### config.mk
export PLATFORM = sky130hd
export DESIGN_NAME = seg_scan_ctrl
export DESIGN_NICKNAME = d
export VERILOG_FILES = /design/src/rtl/seg_scan_ctrl.sv
export SDC_FILE = /design/constraint.sdc
export NUM_CORES = 1
export LEC_CHECK = 0
export BUFFER_PORTS_ARGS = -buffer_cell sky130_fd_sc_hd__buf_4
export CELL_PAD_IN_SITES_DETAIL_PLACEMENT = 0
export CELL_PAD_IN_SITES_GLOBAL_PLACEMENT = 1
export CORE_MARGIN = 4
export CORE_UTILIZATION = 30
export CTS_BUF_LIST = sky130_fd_sc_hd__clkbuf_4 sky130_fd_sc_hd__clkbuf_8
export CTS_CLUSTER_DIAMETER = 40
export DETAILED_ROUTE_END_ITERATION = 6
export MAX_ROUTING_LAYER = met4
export PLACE_DENSITY_LB_ADDON = 0.2
export SYNTH_ARGS = -nofsm -noshare
export SYNTH_HDL_FRONTEND = slang
export SYNTH_SLANG_ARGS = --single-unit
### constraint.sdc
create_clock -name clk -period 5.8 [get_ports clk]
set_input_delay 0.58 -clock clk [delete_from_list [all_inputs] [get_ports clk]]
set_output_delay 0.58 -clock clk [all_outputs]
set_load 0.05 [all_outputs]
### src/rtl/seg_scan_ctrl.sv
// Scan controller for a multiplexed common-anode 7-segment display sharing one registered decoder.
// Double-buffered display value, valid/ready load, frame-boundary commit, dead time between digits.
module seg_scan_ctrl #(
    parameter int NUM_DIGITS = 4,
    parameter int DWELL      = 1000,
    parameter int BLANK      = 16
) (
    input  logic                    clk,
    input  logic                    reset,
    input  logic                    enable,
    input  logic                    lz_blank,
    input  logic [4*NUM_DIGITS-1:0] value_in,
    input  logic                    value_valid,
    output logic                    value_ready,
    output logic [3:0]              bcd,
    input  logic [6:0]              seg_in,
    output logic [6:0]              seg_out,
    output logic [NUM_DIGITS-1:0]   digit_en,
    output logic                    frame_tick,
    output logic                    bcd_err
);

    localparam logic [1:0] S_IDLE  = 2'd0;
    localparam logic [1:0] S_BLANK = 2'd1;
    localparam logic [1:0] S_DRIVE = 2'd2;

    localparam int MAXC = (BLANK > DWELL) ? BLANK : DWELL;
    localparam int CW   = $clog2(MAXC + 1);
    localparam int IW   = $clog2(NUM_DIGITS);

    localparam logic [CW-1:0] BLANK_LAST = CW'(BLANK - 1);
    localparam logic [CW-1:0] DWELL_LAST = CW'(DWELL - 1);
    localparam logic [IW-1:0] IDX_LAST   = IW'(NUM_DIGITS - 1);

    logic [1:0]              st, st_n;
    logic [IW-1:0]           idx, idx_n;
    logic [CW-1:0]           cnt, cnt_n;
    logic [4*NUM_DIGITS-1:0] shadow, shadow_n, pending, upper_n;
    logic                    pending_full, accept, commit, any_bad;
    logic [3:0]              nib_n;
    logic                    sup_n;

    assign value_ready = !pending_full;

    always_comb begin
        accept   = value_valid && !pending_full;
        commit   = pending_full && (frame_tick || !enable || st == S_IDLE);
        shadow_n = commit ? pending : shadow;
    end

    always_comb begin
        any_bad = 1'b0;
        for (int unsigned i = 0; i < NUM_DIGITS; i++) begin
            if (pending[4*i +: 4] > 4'd9) any_bad = 1'b1;
        end
    end

    always_comb begin
        st_n  = st;
        idx_n = idx;
        cnt_n = cnt;
        if (!enable) begin
            st_n  = S_IDLE;
            idx_n = '0;
            cnt_n = '0;
        end else begin
            case (st)
                S_IDLE: begin
                    st_n  = S_BLANK;
                    idx_n = '0;
                    cnt_n = '0;
                end
                S_BLANK: begin
                    if (cnt == BLANK_LAST) begin
                        st_n  = S_DRIVE;
                        cnt_n = '0;
                    end else begin
                        cnt_n = cnt + CW'(1);
                    end
                end
                S_DRIVE: begin
                    if (cnt == DWELL_LAST) begin
                        st_n  = S_BLANK;
                        cnt_n = '0;
                        idx_n = (idx == IDX_LAST) ? '0 : idx + IW'(1);
                    end else begin
                        cnt_n = cnt + CW'(1);
                    end
                end
                default: begin
                    st_n  = S_IDLE;
                    idx_n = '0;
                    cnt_n = '0;
                end
            endcase
        end
    end

    // Outputs are registered from next-state values so they line up with the state they describe;
    // the next shadow is used so the first digit of a new frame already shows the committed value.
    always_comb begin
        nib_n   = shadow_n[4*idx_n +: 4];
        upper_n = shadow_n >> {idx_n, 2'b00};
        sup_n   = (nib_n > 4'd9) || (lz_blank && idx_n != '0 && upper_n == '0);
    end

    always_ff @(posedge clk or posedge reset) begin
        if (reset) begin
            st           <= S_IDLE;
            idx          <= '0;
            cnt          <= '0;
            shadow       <= '0;
            pending      <= '0;
            pending_full <= 1'b0;
            bcd          <= '0;
            digit_en     <= '0;
            seg_out      <= '0;
            frame_tick   <= 1'b0;
            bcd_err      <= 1'b0;
        end else begin
            st     <= st_n;
            idx    <= idx_n;
            cnt    <= cnt_n;
            shadow <= shadow_n;
            if (accept) begin
                pending      <= value_in;
                pending_full <= 1'b1;
            end else if (commit) begin
                pending_full <= 1'b0;
            end
            if (commit && any_bad) bcd_err <= 1'b1;
            bcd        <= (st_n == S_IDLE || nib_n > 4'd9) ? 4'd0 : nib_n;
            digit_en   <= (st_n == S_DRIVE) ? (NUM_DIGITS'(1) << idx_n) : '0;
            seg_out    <= (st_n == S_DRIVE && !sup_n) ? seg_in : '0;
            frame_tick <= (st_n == S_DRIVE) && (idx_n == IDX_LAST) && (cnt_n == DWELL_LAST);
        end
    end

endmodule

# Word-level counts from Yosys, hierarchy flattened
# Cells that the tools add are included.
# totals
regBits	64
inputBits	28
out_inout_bits	18
word_cells	71
# classes
n_addsub	2
magnitude_cmp	5
n_eq_ne	8
shifts	3
mux	22
n_reduce_logical	20
# op_table
op	n
$mux 10	3
$eq 10x10->1 const B	2
$gt 4x4->1 const B	5
$pmux 10 s2	1
$logic_not 16->1	1
$mux 16	1
$shiftx 16x5->4	1
$shr 16x4->16	1
$mux 2	6
$add 10x1->10 const B	1
$eq 10x4->1 const B	1
$eq 2x2->1 const B	4
$logic_and 1x1->1	8
$mux 4	2
$mux 7	1
$mux 1	6
$pmux 2 s3	1
$logic_not 2->1	2
$logic_or 1x1->1	4
$pmux 2 s2	1
$reduce_bool 2->1	2
$shl 1x2->4 const A	1
$logic_not 1->1	3
$add 2x1->2 const B	1
$eq 2x1->1 const B	1

# Longest topological paths before layout
# logic_depth
ltp_word	12
ltp_mapped	12
ltp_nobuf	11

# Worst setup path before layout
# Ideal clock, no wire load.
# synth_timing
kind	register to register
startpoint	register st[0]
endpoint	register seg_out[0]
setup_time_ns	0.119
t_arrival_ns	3.050
required_time_ns	5.681
slack_ns	2.631
path_stages_with_launch	13
path_buffers	2
period_less_slack_ns	3.169
cell_sequence	dfrtp_1 -> inv_1 -> ha_1 -> or3b_2 -> clkbuf_1 -> nand2_2 -> buf_2 -> mux2_2 -> o31ai_1 -> o32ai_1 -> or3_1 -> o211a_1 -> and2_1
# synth_via
elab_chain_cells	11
word_cells_on_any_way	24
cone_classes	order compare: 1; eq/ne: 3; shift: 2; mux: 8; reduce/logical: 10
# synth_lines
element	line	source
start: declaration	35	logic [1:0] st, st_n;
start signal: assignment	121	st <= st_n;
$logic_not 2->1 *	47	commit = pending_full && (frame_tick || !enable || st == S_IDLE);
$logic_or 1x1->1 *	47	
$logic_and 1x1->1 *	47	
$mux 16 *	48	shadow_n = commit ? pending : shadow;
named net shadow_n[7]	38	logic [4*NUM_DIGITS-1:0] shadow, shadow_n, pending, upper_n;
parallel branches: the longest is 3 deep, another holds $gt 4x4->1	-	
$logic_or 1x1->1 *	104	sup_n = (nib_n > 4'd9) || (lz_blank && idx_n != '0 && upper_n == '0);
$logic_not 1->1 *	134	seg_out <= (st_n == S_DRIVE && !sup_n) ? seg_in : '0;
$logic_and 1x1->1 *	134	
$mux 7 *	134	
end signal: assignment	134	
end: declaration	17	output logic [6:0] seg_out,
# Mark *: on every way through the listed nets, which the timed path passes.
# A chain may end at the register's enable or synchronous reset.

# Final worst setup path
# layout_timing
startpoint	register st[0]
endpoint	register seg_out[1]
# The elaborated chain is that of the path after synthesis.

==> impl_results.rst <==
.. list-table::
   :header-rows: 1

   * - Metric
     - Value
   * - Clock insertion delay at the later pin of the skew report
     - 0.33 ns
   * - Post-synthesis sequential area ratio
     - 52.22%
   * - # port buffers
     - 45
   * - Maximum clock path buffer count
     - 2
   * - Commonest non-fill, non-tap cell in the layout
     - dfrtp_1
   * - Filler cell count
     - 987
   * - Horiz. Die Dim
     - 109.1 um
   * - Routed metal-1 wire length
     - 3538 um
   * - Routed vias/inst
     - 4.796
   * - Average wire length per cell after detail routing
     - 14.98 um
   * - Worst slack at placement
     - 2.309 ns
   * - Area post-placement
     - 3527 sq um
   * - Drc violations
     - 0
   * - Data arrival at the endpoint of the critical path
     - 3.72 ns
   * - Placer's final routability congestion estimate
     - 0.7704
   * - Clock tree from TritonCTS
     - yes
   * - Die area
     - 11900 sq um
   * - Final routed wirelength across all metal layers
     - 6754 um
   * - Length of the first detailed-routing pass in iterations
     - 4
   * - Worst setup SP type
     - flop
   * - Detail Route Antenna Nets
     - 0
   * - Status
     - completed
   * - Largest fanout on the critical path
     - 19
   * - Primary flip-flop cell chosen by synthesis mapping
     - dfrtp_1
   * - Clk pwr share
     - 38.5%
   * - Post-cts gate resize count
     - 0
   * - Total non-filler cell area in the finished layout
     - 3776 sq um
   * - CTS Buf Count
     - 9
   * - TNS Setup
     - 0 ns
   * - Number of instances in the synthesized netlist
     - 267
   * - # setup viols final
     - 0
   * - Post-synthesis area per instance
     - 11.49 sq um
   * - Combinational power share
     - 16.9%
   * - Largest net degree at the start of global routing
     - 65
   * - Yosys cell types
     - 56
   * - Total power divided by cell area
     - 325.3 nW/um^2
   * - Met2 WL post-DR
     - 2808 um
   * - Violation count after the first detailed-routing iteration
     - 95
   * - Count of standard-cell rows
     - 36
   * - Flop pwr share
     - 44.7%
   * - H-Tree Level Count
     - 3
   * - Final worst-path setup slack
     - 2.303 ns
   * - Final Max Tran Viols
     - 0
   * - Count of warnings emitted by yosys
     - 0
   * - Total Routing Usage GR
     - 12.58%
   * - Die height
     - 109.1 um
   * - Slew margin rel.
     - 44.64%
   * - Root buffer cell
     - clkbuf_8
   * - Met3 wire length
     - 304 um
   * - Worst endpoint required time
     - 6.02 ns
   * - Nets
     - 347
   * - Effective utilization at floorplan
     - 31.09%
   * - Number of global-route vias before repair
     - 2129
   * - Switch share
     - 26.16%
   * - Growth of design area from synthesis to finish
     - 23.13%
   * - Worst-Margin Slew
     - 0.8304 ns
   * - Ratio of final minimum period to clock period
     - 60.29%
   * - Worst Hold Margin
     - 0.4557 ns
   * - Internal power
     - 907.0 uW
   * - Setup repair after global routing missed its margin
     - false
   * - Switching pwr
     - 321.3 uW
   * - Count of boundary I/O pins
     - 46
   * - Final Hold Vio Count
     - 0
   * - Hold buffer count at cts
     - 0
   * - Estimated wirelength of the detail-placed design
     - 4869 um
   * - Clock Skew
     - 0.005699 ns
   * - Number of sinks on the clock net
     - 64
   * - Largest vdd supply drop
     - 0.1469 mV
   * - Category of the critical setup timing path
     - flop to flop
   * - Seq cells post-synth
     - 64
   * - Total gr overflow
     - 0
   * - Worst setup EP type
     - flop
   * - Number of antenna violations at the first check in global routing
     - 0
   * - Standby leakage power
     - 1.780 nW
   * - Via total after detailed routing
     - 2163
   * - Area of the core
     - 9864 sq um
   * - Max Cap Viol
     - 0
   * - Share of async-settable or async-resettable flops after synthesis
     - 100.0%
   * - Cell Area, Synth
     - 3067 sq um
   * - Clock transition at the registers of the reported paths
     - 0.07 ns
   * - First-pass GRT wire length
     - 11250 um
   * - Highest attainable clock frequency
     - 0.2860 GHz
   * - Minimum clock period
     - 3.497 ns
   * - # Post-CTS Setup Buffers
     - 0
   * - Type of the worst min-delay path
     - input pin to flop
   * - Highest metal layer used by the detailed router
     - met4
   * - Number of synthesized flops with an enable pin
     - 0
   * - Commonest cells after routing, fill and taps aside
     - dfrtp_1 (64), buf_4 (47), mux2_2 (27), nor2_1 (21)
   * - Share of post-route cells with drive strength above 1
     - 33.33%
   * - Count of antenna diodes in the layout
     - 0
   * - Post-Synthesis Net Count
     - 301
worst max-delay path: stages (launching register included):
cell	delay, ns
dfrtp_1	0.40
inv_1	0.09
ha_1	0.21
or3b_2	0.52
nand2_2	0.39
mux2_2	0.41
a21oi_1	0.17
a221oi_1	0.12
or3_1	0.35
or4_1	0.51
and4_1	0.21
final timing paths:
path	depth (start not counted)	slack, ns	to	start
min in group asynchronous	3	0.48	seg_out[0]	reset
min	2	0.46	seg_out[6]	seg_in[6]
min reg2reg	1	0.48	cnt[0]	cnt[0]
max reg2reg	10	2.30	seg_out[1]	st[0]
max in group asynchronous	3	4.75	cnt[7]	reset
max	10	2.30	seg_out[1]	st[0]
power by group through the flow:
stage	sequential, mW	combinational [mW]	clock [mW]
final	0.548	0.207	0.473
after global routing	0.558	0.227	0.511
after CTS	0.549	0.210	0.492
after detailed placement	0.558	0.209	0
after global placement	0.559	0.207	0
after floorplan	0.562	0.133	0
cell families after synthesis:
logic type,count (synthesis),share of synthesized area (%)
AO/OA/AOI/OAI,48,11.22
XOR/XNOR,7,1.999
adder cells (fa/ha/maj),6,2.448
buffers and inverters,25,3.509
flip-flops,64,52.22
multiplexers,33,11.87
AND/OR/NAND/NOR,84,16.73
cells in the mapped netlist, drive strengths merged, types with 3 or more instances:
master  count  area share (%)
o31ai       4            0.98
mux2       27             9.9
nand2      13             1.8
buf         5            0.98
ha          6             2.4
xnor2       4             1.1
a21oi      11             1.9
or3         4            0.82
nand3       5            0.98
mux2i       6             2.0
nand4       4            0.82
dfrtp      64              52
nor2       22             3.2
nor4        6             1.7
and3        3            0.61
inv        13             1.6
and2       11             2.2
xor2        3            0.86
a211oi      4            0.98
nor3        3            0.49
clkbuf      7            0.94
o21ai      10             1.6
stage by stage:
stage,instances,power [mW],utilization [%]
after floorplan,267,0.6949,-
after global placement,435,0.7657,35.76
after detailed placement,435,0.7676,35.76
after CTS,451,1.252,38.28
after global routing,451,1.296,38.28
final,451,1.228,38.28
layer usage:
metal  global-route usage (%)  vias to the layer above
met1                    18.37                     1056
met5                        -                        -
met4                    5.410                        0
met3                    2.783                        9
met2                    16.49                       48
li1                         -                     1050
final cells by class:
class	count	area, sq um	share of cell area (%)
Clock buffer	11	145.1	3.844
Inverter	13	48.80	1.292
Tap cell	133	166.4	4.407
Multi-Input combinational cell	178	1358	35.95
Sequential cell	64	1602	42.41
Timing Repair Buffer	47	352.8	9.344
Clock inverter	5	103.9	2.750
flip-flops by register name, indices dropped and copies added, names as in the netlist:
register,flops
pending_full,1
seg_out,7
bcd,4
bcd_err,1
idx,2
cnt,10
pending,16
st,2
frame_tick,1
digit_en,4
shadow,16
(Power assumes the default switching activity.)
